--- config.mk ---
export PLATFORM = sky130hd
export DESIGN_NAME = nx_dff_pipe
export DESIGN_NICKNAME = d
export VERILOG_FILES = /design/src/rtl/nx_dff_pipe.sv
export SDC_FILE = /design/constraint.sdc
export NUM_CORES = 1
export LEC_CHECK = 0
export BUFFER_PORTS_ARGS = -buffer_cell sky130_fd_sc_hd__buf_4
export CAP_MARGIN = 10
export CORE_MARGIN = 1.5
export CORE_UTILIZATION = 57
export CTS_BUF_LIST = sky130_fd_sc_hd__clkbuf_8
export DETAILED_ROUTE_END_ITERATION = 6
export MAX_ROUTING_LAYER = met4
export PLACE_DENSITY = 0.88
export SYNTH_ARGS = -nofsm -noshare
export SYNTH_HDL_FRONTEND = slang
export SYNTH_SLANG_ARGS = --single-unit
--- constraint.sdc ---
create_clock -name CK -period 1.7 [get_ports CK]
set_input_delay 0.17 -clock CK [delete_from_list [all_inputs] [get_ports CK]]
set_output_delay 0.17 -clock CK [all_outputs]
set_load 0.005 [all_outputs]
--- src/rtl/nx_dff_pipe.sv ---
// nx_dff_pipe: elastic WIDTH x DEPTH register pipeline with valid/ready flow control
// and a global load enable. Every flop is asynchronously cleared by R.
// Optional feature: define NX_DFF_PIPE_OCC_EN to add the OCC occupancy counter port.
module nx_dff_pipe #(
  parameter int unsigned      WIDTH     = 8,
  parameter int unsigned      DEPTH     = 4,
  parameter bit               dff_edge  = 1'b0,
  parameter logic [WIDTH-1:0] RESET_VAL = {WIDTH{1'b0}}
) (
  input  logic                       CK,
  input  logic                       R,
  input  logic                       L,
  input  logic [WIDTH-1:0]           I,
  input  logic                       I_VALID,
  output logic                       I_READY,
  output logic [WIDTH-1:0]           O,
  output logic                       O_VALID,
`ifdef NX_DFF_PIPE_OCC_EN
  input  logic                       O_READY,
  output logic [$clog2(DEPTH+1)-1:0] OCC
`else
  input  logic                       O_READY
`endif
);

  // Inverting the clock selects the falling edge; folds to a plain wire when dff_edge=0.
  logic clk_act;
  assign clk_act = CK ^ dff_edge;

  logic [WIDTH-1:0] d_q  [DEPTH];
  logic [DEPTH-1:0] v_q;
  logic [WIDTH-1:0] up_d [DEPTH];
  logic [DEPTH-1:0] up_v;
  logic [DEPTH-1:0] rdy;
  logic             tail_full;

  // Stage k can accept unless it and every stage downstream are full and the consumer stalls.
  // Written as a flat reduction so the ready chain is not a self-referencing vector.
  always_comb begin
    rdy       = '0;
    tail_full = 1'b0;
    for (int k = 0; k < DEPTH; k++) begin
      tail_full = 1'b1;
      for (int j = k; j < DEPTH; j++) begin
        tail_full = tail_full & v_q[j];
      end
      rdy[k] = O_READY | ~tail_full;
    end
  end

  // Upstream source of each stage: the input port for stage 0, the previous stage otherwise.
  always_comb begin
    up_v    = '0;
    up_v[0] = I_VALID;
    up_d[0] = I;
    for (int k = 1; k < DEPTH; k++) begin
      up_v[k] = v_q[k-1];
      up_d[k] = d_q[k-1];
    end
  end

  // Stage registers: load from upstream when ready, data only moves with a valid word.
  always_ff @(posedge clk_act or posedge R) begin
    if (R) begin
      v_q <= '0;
      for (int k = 0; k < DEPTH; k++) begin
        d_q[k] <= RESET_VAL;
      end
    end else if (L) begin
      for (int k = 0; k < DEPTH; k++) begin
        if (rdy[k]) begin
          v_q[k] <= up_v[k];
          if (up_v[k]) begin
            d_q[k] <= up_d[k];
          end
        end
      end
    end
  end

  assign I_READY = L & ~R & rdy[0];
  assign O       = d_q[DEPTH-1];
  assign O_VALID = v_q[DEPTH-1];

`ifdef NX_DFF_PIPE_OCC_EN
  logic                       xfer_in;
  logic                       xfer_out;
  logic [$clog2(DEPTH+1)-1:0] occ_q;

  assign xfer_in  = I_VALID & I_READY;
  assign xfer_out = O_VALID & O_READY & L;

  // Occupancy count; a simultaneous in and out leaves it unchanged.
  always_ff @(posedge clk_act or posedge R) begin
    if (R) begin
      occ_q <= '0;
    end else if (xfer_in && !xfer_out) begin
      occ_q <= occ_q + 1'b1;
    end else if (xfer_out && !xfer_in) begin
      occ_q <= occ_q - 1'b1;
    end
  end

  assign OCC = occ_q;
`endif

endmodule

# --- Yosys cells after proc, flatten, opt, wreduce, memory -nomap -nowiden ---
# Cells that the tools add are included.
op_classes:
  n_bitwise: 17
  n_reduce_logical: 8
ops:
  columns: ["cell", "count"]
  rows:
  - ["$reduce_and 3->1", 4]
  - ["$and 1x1->1", 8]
  - ["$reduce_and 2->1", 4]
  - ["$not 1->1", 5]
  - ["$or 1x1->1", 4]
word_totals:
  reg_bits: 36
  input_bits: 13
  output_inout_bits: 10
  elab_cells: 33

# --- Longest topological paths before layout ---
depth:
  depth_word: 6
  depth_mapped: 4
  ltp_nobuf: 3

# --- Least setup slack after synthesis ---
# Ideal clock, no wire load.
synth_path:
  path_kind: "register to register"
  startpoint: "register v_q[3]"
  endpoint: "register d_q[24] (netlist name)"
  setup_time_ns: 0.125
  t_arrival_ns: 1.345
  t_required_ns: 1.575
  setup_slack_ns: 0.230
  stages_incl_launch_ff: 5
  path_buffers: 1
  period_less_slack_ns: 1.470
  cell_sequence: "dfrtp_1 > and4b_1 > buf_2 > a21oi_4 > mux2_2"
synth_between:
  elab_chain_cells: 4
synth_rtl:
  columns: ["element", "line", "rtl"]
  rows:
  - ["from (decl)", "31", "logic [DEPTH-1:0] v_q;"]
  - ["from (signal, indexed assignment)", "72", "v_q[k] <= up_v[k];"]
  - ["$and 1x1->1", "45", "tail_full = tail_full & v_q[j];"]
  - ["$not 1->1", "47", "rdy[k] = O_READY | ~tail_full;"]
  - ["$or 1x1->1", "47", null]
  - ["$reduce_and 3->1 (no line)", null, null]
  - ["to (signal, indexed assignment)", "74", "d_q[k] <= up_d[k];"]
  - ["to (decl)", "30", "logic [WIDTH-1:0] d_q [DEPTH];"]
# No other way between the ends.
# A chain may end at the register's enable or synchronous reset.

# --- Final worst setup path ---
layout_path:
  startpoint: "register v_q[3]"
  endpoint: "output I_READY"
layout_between:
  elab_chain_cells: 4
layout_rtl:
  columns: ["element", "line", "rtl"]
  rows:
  - ["$and 1x1->1", "45", null]
  - ["$not 1->1", "47", null]
  - ["$or 1x1->1", "47", null]
  - ["$and 1x1->1", "81", "assign I_READY = L & ~R & rdy[0];"]
  - ["to (decl)", "15", "output logic I_READY,"]
# No other way between the ends.

==> results.json <==
{
  "critical_path_required_ns": 1.53,
  "vias": 820,
  "hold_viol": 0,
  "die_area_um2": 2890,
  "grt_max_degree": 20,
  "wl_per_cell_um": 13.8,
  "run_status": "finished, final reports clean",
  "drive_above_1_share_pct": 54.5,
  "synth_seq_cells": 36,
  "p_leak_nw": 0.798,
  "clock_path_buffers": 2,
  "clk_pin_slew_ns": 0.07,
  "syn_area_per_cell_um2": 14.8,
  "maxCapViolCount": 0,
  "portBuffers": 22,
  "total_power_w": 0.00262,
  "die_x_um": 53.7,
  "cellPowerDensity_nw_per_um2": 1510,
  "synth.distinct_cells": 16,
  "critPathCaptureType": "output port",
  "vias_per_cell": 5.43,
  "setup_tns_ns": 0,
  "grt_setup_unrepaired": "no",
  "synth_area_um2": 1470,
  "fill_cells": 172,
  "skew_ns": 0.00467,
  "critical_path_class": "flop to output port",
  "grt_first_pass_wirelength_um": 3480,
  "setup_viol": 0,
  "vdd_drop_max_uv": 1020,
  "coreArea_um2": 2450,
  "place_hpwl_um": 1620,
  "insertion_delay_ns": 0.28,
  "gp_congestion": 0.818,
  "cts.root.buffer_cell": "clkbuf_8",
  "area_growth_pct": 18.0,
  "n_antenna_cell": 0,
  "die_height_um": 53.7,
  "final_cell_mix": "36 x dfrtp_1, 32 x mux2_2, 24 x buf_4, 6 x nand2_1, 5 x clkbuf_8",
  "ant_nets": 0,
  "cts_buffers": 5,
  "ios": 23,
  "cp.arrival_ns": 1.42,
  "synthCells": 99,
  "cts_tree": "yes",
  "final_nets": 133,
  "start_kind": "flop",
  "synth_warnings": 0,
  "drc": 0,
  "worst_pin_slew_ns": 0.389,
  "slew_viol_final": 0,
  "antenna_found_initial": 0,
  "syn_nets": 112,
  "first_pass_iters": 4,
  "post-route-period-util_pct": 93.5,
  "drtIter0Drc": 7,
  "wirelength_um": 2090,
  "cts_sinks": 36,
  "yosysSeqAreaShare_pct": 61.4,
  "min_path_type": "input port to flop",
  "start_util_pct": 59.8,
  "final_common_cell": "dfrtp_1",
  "rrSetupSlack_ns": 0.18,
  "post_cts_resized": 0,
  "slew_headroom_pct": 74.0,
  "grt-ovfl-total": 0,
  "grt.total_usage_pct": 18.5,
  "grt_pass1_vias": 780,
  "cts.htree.levels": 2,
  "clock.fmax_ghz": 0.629,
  "std_cell_rows": 18,
  "period_needed_ns": 1.59,
  "path_max_fanout": 5
}
-- final timing paths --
check	from	cells past startpoint	endpoint
min in group asynchronous	R	4	d_q[16]$_DFFE_PP0P_
hold / removal	I[3]	2	d_q[27]$_DFFE_PP0P_
setup / recovery	v_q[3]$_DFFE_PP0P_	3	I_READY
hold reg to reg	d_q[24]$_DFFE_PP0P_	1	d_q[24]$_DFFE_PP0P_
setup reg to reg	v_q[3]$_DFFE_PP0P_	3	d_q[30]$_DFFE_PP0P_
max in group asynchronous	R	4	d_q[15]$_DFFE_PP0P_
-- timing repair --
item	CTS	global route
hold buffers	1	0
hold endpoints to repair	36	0
setup buffers	0	0
-- area by class of cell --
| type | instances | area (um2) | area share [%] |
|---|---|---|---|
| Clock buffer | 5 | 68.8 | 3.97 |
| Clock inverter | 3 | 42.5 | 2.46 |
| Inverter | 2 | 7.51 | 0.434 |
| Multi-Input combinational cell | 50 | 484 | 28.0 |
| Sequential cell | 36 | 901 | 52.0 |
| Tap cell | 30 | 37.5 | 2.17 |
| Timing Repair Buffer | 25 | 190 | 11.0 |
-- state kept, by name, indices dropped and copies added (netlist names) --
register,count
d_q,24
O,8
v_q,4
-- critical path, stage by stage, from the launching register on --
cell      delay (ns)
dfrtp_1         0.42
and4b_1         0.31
a211oi_1        0.26
buf_4           0.15
-- Yosys cell counts, drive strengths merged --
master | number | area [um2]
a211oi | 1 | 7.51
a21oi | 1 | 16.3
a22o | 3 | 26.3
and3 | 1 | 6.26
and4b | 1 | 10.0
buf | 11 | 75.1
dfrtp | 36 | 901
inv | 2 | 7.51
mux2 | 32 | 360
nand2 | 6 | 22.5
nand2b | 1 | 6.26
nand3 | 1 | 5.00
nand3b | 1 | 7.51
nor2 | 1 | 11.3
o21ai | 1 | 5.00
-- per-stage QoR --
step                utilization [%]  setup slack [ns]  cells  instance area [um2]  hold WS [ns]
finish                         70.5             0.110    151                 1730         0.113
global route                   70.5            0.0256    151                 1730         0.113
CTS                            70.5             0.106    151                 1730         0.106
detailed placement             65.6             0.167    142                 1610         0.250
global placement               65.6             0.229    142                 1610         0.225
floorplan                         -             0.230     99                 1470         0.322
-- report_power, final --
| part | internal (W) | leakage, nW | total [W] | switching, W |
|---|---|---|---|---|
| clock network | 0.000433 | 0.0541 | 0.000730 | 0.000296 |
| logic | 0.000390 | 0.314 | 0.000565 | 0.000175 |
| registers | 0.00116 | 0.430 | 0.00132 | 0.000168 |
| total | 0.00198 | 0.798 | 0.00262 | 0.000639 |
-- per-layer routing --
metal  wire, um  track usage [%]
met1        891             21.3
met3        105             5.83
met4         49             11.5
met5          0                -
met2       1040             28.0
-- logic make-up (layout without fill, tap and decap cells) --
logic type	count (synthesis)	in the layout	share of synthesized area (%)
compound gates	6	6	3.75
buf+inv	13	35	5.63
flops	36	36	61.4
mux	32	32	24.6
simple gates	12	12	4.69
(Power assumes the default switching activity.)
